===== src/rtl/optimal_point_tracker_pkg.sv =====
// Shared types and helpers for the optimal-point tracker: FSM states, eps scale
// constants as functions of the eps width, and ping-pong buffer index wrapping.
package optimal_point_tracker_pkg;

  typedef enum logic [1:0] {
    S_IDLE = 2'd0,
    S_EVAL = 2'd1,
    S_ADJ  = 2'd2,
    S_OUT  = 2'd3
  } state_t;

  // One sample of timing error in eps units, and half of it.
  function automatic int eps_one(input int eps_w);
    return 1 << (eps_w - 1);
  endfunction

  function automatic int eps_half(input int eps_w);
    return 1 << (eps_w - 2);
  endfunction

  // Index into the 2*seg_len ping-pong buffer; handles negative inputs.
  function automatic int wrap_idx(input int v, input int seg_len);
    int m;
    m = 2 * seg_len;
    return ((v % m) + m) % m;
  endfunction

endpackage


===== src/rtl/optimal_point_tracker_if.sv =====
// Handshake bus of the optimal-point tracker: eps request side and result side.
interface optimal_point_tracker_if #(
  parameter int IDX_W   = 11,
  parameter int EPS_W   = 16,
  parameter int TIMES_W = 20
);
  logic                     eps_valid;
  logic                     eps_ready;
  logic signed [EPS_W-1:0]  eps_in;
  logic                     out_valid;
  logic                     out_ready;
  logic [IDX_W-1:0]         esti_index;
  logic [IDX_W-1:0]         esti_index_next;
  logic [IDX_W-1:0]         interp_index;
  logic signed [EPS_W-1:0]  eps_out;
  logic                     adv;
  logic                     ret;
  logic [TIMES_W-1:0]       process_times;

  modport master (
    output eps_valid, eps_in, out_ready,
    input  eps_ready, out_valid, esti_index, esti_index_next, interp_index,
           eps_out, adv, ret, process_times
  );

  modport slave (
    input  eps_valid, eps_in, out_ready,
    output eps_ready, out_valid, esti_index, esti_index_next, interp_index,
           eps_out, adv, ret, process_times
  );
endinterface


===== src/rtl/optimal_point_tracker_wrap.sv =====
// Combinational eps compare/wrap/clamp: wraps |eps| > HALF by one sample when
// index adjustment is allowed, otherwise clamps to +/-HALF.
module optimal_point_wrap
  import optimal_point_tracker_pkg::*;
#(
  parameter int EPS_W = 16
) (
  input  logic signed [EPS_W-1:0] eps,
  input  logic                    times_ok,
  output logic signed [EPS_W-1:0] eps_out,
  output logic                    adv,
  output logic                    ret
);
  localparam logic signed [EPS_W:0] ONE  = (EPS_W+1)'(eps_one(EPS_W));
  localparam logic signed [EPS_W:0] HALF = (EPS_W+1)'(eps_half(EPS_W));

  logic signed [EPS_W:0] e;
  logic signed [EPS_W:0] r;

  // One extra bit so eps +/- ONE never overflows before resizing.
  always_comb begin
    e   = {eps[EPS_W-1], eps};
    r   = e;
    adv = 1'b0;
    ret = 1'b0;
    if (e > HALF) begin
      if (times_ok) begin
        r   = e - ONE;
        adv = 1'b1;
      end else begin
        r = HALF;
      end
    end else if (e < -HALF) begin
      if (times_ok) begin
        r   = e + ONE;
        ret = 1'b1;
      end else begin
        r = -HALF;
      end
    end
    eps_out = r[EPS_W-1:0];
  end

endmodule


===== src/rtl/optimal_point_tracker.sv =====
// Registered optimal-point tracker: IDLE->EVAL->ADJ->OUT per eps segment,
// tracking the sampling index into a 2*SEG_LEN ping-pong buffer.
module optimal_point_tracker
  import optimal_point_tracker_pkg::*;
#(
  parameter int SEG_LEN     = 1024,
  parameter int IDX_W       = 11,
  parameter int EPS_W       = 16,
  parameter int TIMES_W     = 20,
  parameter int MIN_TIMES   = 10,
  parameter int INTERP_BACK = 4,
  parameter int INIT_IDX    = 512
) (
  input logic                   clk,
  input logic                   rst,
  input logic                   clr,
  optimal_point_tracker_if.slave bus
);
  localparam logic [IDX_W-1:0] IDX0 = IDX_W'(INIT_IDX);

  state_t                  state;
  logic signed [EPS_W-1:0] eps_reg;
  logic signed [EPS_W-1:0] eps_prev;
  logic signed [EPS_W-1:0] w_eps;
  logic                    w_adv;
  logic                    w_ret;
  logic [IDX_W-1:0]        esti;
  logic signed [EPS_W-1:0] eps_out_r;
  logic                    adv_r;
  logic                    ret_r;
  logic [TIMES_W-1:0]      times;
  logic                    eps_ready_r;
  logic                    out_valid_r;

  logic signed [EPS_W-1:0] c_eps;
  logic                    c_adv;
  logic                    c_ret;
  logic                    times_ok;

  assign times_ok = (times >= TIMES_W'(MIN_TIMES));

  optimal_point_wrap #(.EPS_W(EPS_W)) u_wrap (
    .eps      (eps_reg),
    .times_ok (times_ok),
    .eps_out  (c_eps),
    .adv      (c_adv),
    .ret      (c_ret)
  );

  always_ff @(posedge clk or posedge rst) begin
    if (rst) begin
      state       <= S_IDLE;
      eps_reg     <= '0;
      eps_prev    <= '0;
      w_eps       <= '0;
      w_adv       <= 1'b0;
      w_ret       <= 1'b0;
      esti        <= IDX0;
      eps_out_r   <= '0;
      adv_r       <= 1'b0;
      ret_r       <= 1'b0;
      times       <= '0;
      eps_ready_r <= 1'b1;
      out_valid_r <= 1'b0;
    end else if (clr) begin
      // Restart acquisition; beats any accept or output handshake this cycle.
      state       <= S_IDLE;
      eps_prev    <= '0;
      esti        <= IDX0;
      eps_out_r   <= '0;
      adv_r       <= 1'b0;
      ret_r       <= 1'b0;
      times       <= '0;
      eps_ready_r <= 1'b1;
      out_valid_r <= 1'b0;
    end else begin
      case (state)
        S_IDLE: if (bus.eps_valid) begin
          eps_reg     <= bus.eps_in;
          eps_ready_r <= 1'b0;
          state       <= S_EVAL;
        end
        S_EVAL: begin
          w_eps <= c_eps;
          w_adv <= c_adv;
          w_ret <= c_ret;
          state <= S_ADJ;
        end
        S_ADJ: begin
          if (w_adv)      esti <= IDX_W'(wrap_idx(int'(esti) + 1, SEG_LEN));
          else if (w_ret) esti <= IDX_W'(wrap_idx(int'(esti) - 1, SEG_LEN));
          eps_out_r   <= w_eps;
          adv_r       <= w_adv;
          ret_r       <= w_ret;
          if (times != '1) times <= times + 1'b1;
          eps_prev    <= eps_reg;
          out_valid_r <= 1'b1;
          state       <= S_OUT;
        end
        S_OUT: if (bus.out_ready) begin
          out_valid_r <= 1'b0;
          eps_ready_r <= 1'b1;
          state       <= S_IDLE;
        end
        default: state <= S_IDLE;
      endcase
    end
  end

  // eps_prev is held for future discontinuity detection; nothing reads it yet.
  logic unused_eps_prev;
  assign unused_eps_prev = ^eps_prev;

  assign bus.eps_ready       = eps_ready_r;
  assign bus.out_valid       = out_valid_r;
  assign bus.esti_index      = esti;
  assign bus.esti_index_next = IDX_W'(wrap_idx(int'(esti) + SEG_LEN, SEG_LEN));
  assign bus.interp_index    = IDX_W'(wrap_idx(int'(esti) - INTERP_BACK, SEG_LEN));
  assign bus.eps_out         = eps_out_r;
  assign bus.adv             = adv_r;
  assign bus.ret             = ret_r;
  assign bus.process_times   = times;

endmodule


===== src/flat_wrapper.sv =====
// flat-port wrapper written by rule: the top's interface ports become plain ports
module optimal_point_tracker_flat import optimal_point_tracker_pkg::*;
#(
  parameter int SEG_LEN     = 1024,
  parameter int IDX_W       = 11,
  parameter int EPS_W       = 16,
  parameter int TIMES_W     = 20,
  parameter int MIN_TIMES   = 10,
  parameter int INTERP_BACK = 4,
  parameter int INIT_IDX    = 512
)
  (clk, rst, clr, bus_eps_valid, bus_eps_in, bus_out_ready, bus_eps_ready, bus_out_valid, bus_esti_index, bus_esti_index_next, bus_interp_index, bus_eps_out, bus_adv, bus_ret, bus_process_times);
  optimal_point_tracker_if #(.IDX_W(IDX_W), .EPS_W(EPS_W), .TIMES_W(TIMES_W)) bus_i ();
  input logic clk;
  input logic rst;
  input logic clr;
  input wire logic [$bits(bus_i.eps_valid)-1:0] bus_eps_valid;
  input wire logic [$bits(bus_i.eps_in)-1:0] bus_eps_in;
  input wire logic [$bits(bus_i.out_ready)-1:0] bus_out_ready;
  output wire logic [$bits(bus_i.eps_ready)-1:0] bus_eps_ready;
  output wire logic [$bits(bus_i.out_valid)-1:0] bus_out_valid;
  output wire logic [$bits(bus_i.esti_index)-1:0] bus_esti_index;
  output wire logic [$bits(bus_i.esti_index_next)-1:0] bus_esti_index_next;
  output wire logic [$bits(bus_i.interp_index)-1:0] bus_interp_index;
  output wire logic [$bits(bus_i.eps_out)-1:0] bus_eps_out;
  output wire logic [$bits(bus_i.adv)-1:0] bus_adv;
  output wire logic [$bits(bus_i.ret)-1:0] bus_ret;
  output wire logic [$bits(bus_i.process_times)-1:0] bus_process_times;
  assign bus_i.eps_valid = bus_eps_valid;
  assign bus_i.eps_in = bus_eps_in;
  assign bus_i.out_ready = bus_out_ready;
  assign bus_eps_ready = bus_i.eps_ready;
  assign bus_out_valid = bus_i.out_valid;
  assign bus_esti_index = bus_i.esti_index;
  assign bus_esti_index_next = bus_i.esti_index_next;
  assign bus_interp_index = bus_i.interp_index;
  assign bus_eps_out = bus_i.eps_out;
  assign bus_adv = bus_i.adv;
  assign bus_ret = bus_i.ret;
  assign bus_process_times = bus_i.process_times;
  optimal_point_tracker #(.SEG_LEN(SEG_LEN), .IDX_W(IDX_W), .EPS_W(EPS_W), .TIMES_W(TIMES_W), .MIN_TIMES(MIN_TIMES), .INTERP_BACK(INTERP_BACK), .INIT_IDX(INIT_IDX)) u_core (.clk(clk), .rst(rst), .clr(clr), .bus(bus_i));
endmodule

===== config.mk =====
export PLATFORM = sky130hd
export DESIGN_NAME = optimal_point_tracker_flat
export DESIGN_NICKNAME = d
export VERILOG_FILES = /design/src/rtl/optimal_point_tracker_pkg.sv /design/src/rtl/optimal_point_tracker_if.sv /design/src/rtl/optimal_point_tracker_wrap.sv /design/src/rtl/optimal_point_tracker.sv /design/src/flat_wrapper.sv
export SDC_FILE = /design/constraint.sdc
export NUM_CORES = 1
export LEC_CHECK = 0
export ABC_AREA = 1
export CAP_MARGIN = 25
export CORE_MARGIN = 10
export CORE_UTILIZATION = 53
export CTS_CLUSTER_DIAMETER = 40
export DETAILED_ROUTE_END_ITERATION = 10
export PLACE_DENSITY = 0.8
export SLEW_MARGIN = 0
export SYNTH_ARGS = -nofsm -noshare
export SYNTH_HDL_FRONTEND = slang
export SYNTH_HIERARCHICAL = 1
export SYNTH_SLANG_ARGS = --single-unit

===== constraint.sdc =====
create_clock -name clk -period 3.4 [get_ports clk]
set_input_delay 0.34 -clock clk [delete_from_list [all_inputs] [get_ports clk]]
set_output_delay 0.34 -clock clk [all_outputs]
set_load 0.01 [all_outputs]

==> results.yml <==
drt:
  drtAntennaViolNets: 0
  wl_mm: 12.8
  drc_errors: 0
  via_per_inst: 5.20
  dr.pass1.iters: 5
  route.vias.total: 4589
  wl_per_cell_um: 14.5
  drt-initial-drc-count: 324
finish:
  area_growth_pct: 21.6
  fin_cells: 883
  num_antenna_cells: 0
  largest_reg_flops: 20
  layout-drive-gt1-share_pct: 9.02
  fin_nets: 780
timing:
  fin_setup_tns_ns: 0
  setup_viol: 0
  rsz0062_at_grt: "false"
  fin_crit_ns: 2.64
  min_period_over_period_pct: 77.6
  finalHoldViolCount: 0
  slew_viol_final: 0
  worstMarginPinSlew_ns: 0.624
  setup_ws_ns: 0.760
  relSlewSlack_pct: 58.3
  fin_skew_ns: 0.0111
  fmax_ghz: 0.379
placed_design:
  gp_congestion: 0.945
  pre_cts_ws_ns: 0.894
  dp.cells: 867
  port_buffers: 93
  hpwl_mm: 9.67
critical_path:
  cp_slowest_cell: "clkdlybuf4s50_1"
  crit_type: "flop to primary output"
  arrival_ns: 2.30
  cp-end-kind: "primary output"
  max_stage_delay_ns: 0.48
  r2r-start: "u_core/bus.process_times[0]"
  required_ns: 3.06
  cp_top_family: "buffers and inverters"
  path_buf_inv: 2
  startpoint_type: "flop"
  worstPathMaxFanout: 6
  crit_path_start: "u_core/bus.esti_index[2]"
  crit_top_cell: "nand2_1"
  worstPathCellList: "inv_1 -> ha_1 -> nand2_1 -> o21ai_0 -> nand2_1 -> clkdlybuf4s50_1"
floorplanning:
  die_w_um: 119
  die_h_um: 119
  io_pins: 94
  dieArea_um2: 14100
  core_region_area_um2: 9370
  start_util_pct: 55.0
  rows: 35
synth:
  synthesis.nets: 708
  synth.top_cells.by_area: "dfrtp_1, nand2_1, nand3_1"
  synth_cell_types: 38
  syn_inst: 677
  ys_warn_count: 6
  synth_seq_area_share_pct: 42.3
  synth_seq_cells: 87
  synth.avg_cell_area_um2: 7.61
  synth.top_cell.area_share_pct: 41.3
  yosysTopAreaCell: "dfrtp_1"
  synth_area_um2: 5150
cts:
  cts_resized: 0
  cts_max_level: 3
  cts_tree: "yes"
  clock_path_buffers: 2
  hold_buffers: 0
  cts_buffers: 9
  post_cts.repair.setup_buffers: 0
  cts_sinks: 87
  cts-root-buf: "clkbuf_8"
  path_clk_slew_ns: 0.09
  clk_latency_ns: 0.36
run_status:
  status: "finished, final reports clean"
hold_path:
  hold_class: "input pin to asynchronous set/reset pin"
run:
  maxCapViolCount: 0
global_route:
  overflow: 0
  grt_pass1_wl_mm: 21.0
  grt_max_degree: 88
  antenna_found_initial: 0
  grtUsageTotal_pct: 17.7
  grt_pass1_vias: 4436
power_and_ir_drop:
  leakagePower_nw: 3.02
  vdd_ir_drop_max_v: 0.000433
  power_density_nw_per_um2: 702
## layout make-up
class	count	area, um2
well taps	129	161
inverters	81	305
repair buffers	98	981
flip-flops and latches	87	2180
clock buffers	10	128
multi-input cells	472	2420
fillers	825	3100
clock inverters	6	93.8
## layer usage
layer  routed length (um)  GRT usage [%]  vias up
met3                  774           3.76       13
met1                 5500           21.3     2137
met5                    0              0        -
met2                 6370           30.4      149
li1                     -              -     2290
met4                  175           6.41        0
## path summary, 6_finish.rpt
path / to / slack [ns] / depth (start not counted)
min reg2reg: u_core/bus.eps_out[14] / 0.47 / 2
max: bus_interp_index[10] / 0.76 / 6
min in group clk: u_core/bus.eps_out[14] / 0.47 / 2
min: u_core/w_eps[8] / 0.37 / 3
max in group asynchronous: u_core/bus.eps_ready / 2.65 / 3
max reg2reg: u_core/w_eps[13] / 0.88 / 10
## per-stage QoR
stage	hold WS (ns)	utilization, %	total power (W)	area [um2]
final	0.372	66.9	0.00440	6270
after CTS	0.401	66.9	0.00444	6270
after floorplan	0.436	-	0.00291	5150
after global routing	0.417	66.9	0.00472	6270
after detailed placement	0.460	64.5	0.00362	6050
after global placement	0.447	64.5	0.00354	6050
## Yosys cell counts, drive strengths merged
library cell,number
xor2,11
dfstp,2
a22o,1
a31oi,1
o21bai,3
nor3,5
o22ai,1
ha,10
and2,1
a21oi,22
nand2,172
buf,29
o31ai,1
nor2,89
or2,1
nor3b,1
inv,81
clkbuf,8
o21ai,50
nand3,68
mux2,21
nor4,2
dfrtp,85
nand4,12
## power breakdown
group	total [W]	leakage [nW]	switching, W	internal, W
Combinational	0.00196	1.79	0.00107	0.000893
Clock	0.000809	0.107	0.000388	0.000421
Sequential	0.00163	1.12	0.000286	0.00135
## cell usage in the layout (no fill, tap or decap), drive strengths merged
cell	instances
mux2	21
nor2	89
inv	82
clkbuf	10
clkdlybuf4s50	93
o21ai	50
a21oi	22
a22o	1
nand2	172
or2	1
clkinv	2
clkinvlp	1
nor3b	1
buf	5
dfrtp	85
ha	10
o22ai	1
dfstp	2
xor2	11
o31ai	1
nand4	12
nor4	2
o21bai	3
bufinv	2
nor3	5
and2	1
a31oi	1
nand3	68
## worst min-delay path, cell delays in order
cell	delay (ns)
clkdlybuf4s50_1	0.41
clkinv_2	0.06
buf_12	0.35
## cell families after synthesis
logic type	count (synthesis)	share of synthesized area, %
flip-flops	87	42.3
buffers and inverters	118	10.8
AND/OR/NAND/NOR	351	29.9
XOR/XNOR	11	1.87
AO/OA/AOI/OAI	79	8.20
adder cells (fa/ha/maj)	10	2.43
multiplexers	21	4.59
Note: power is estimated with default switching activity, not from simulation.
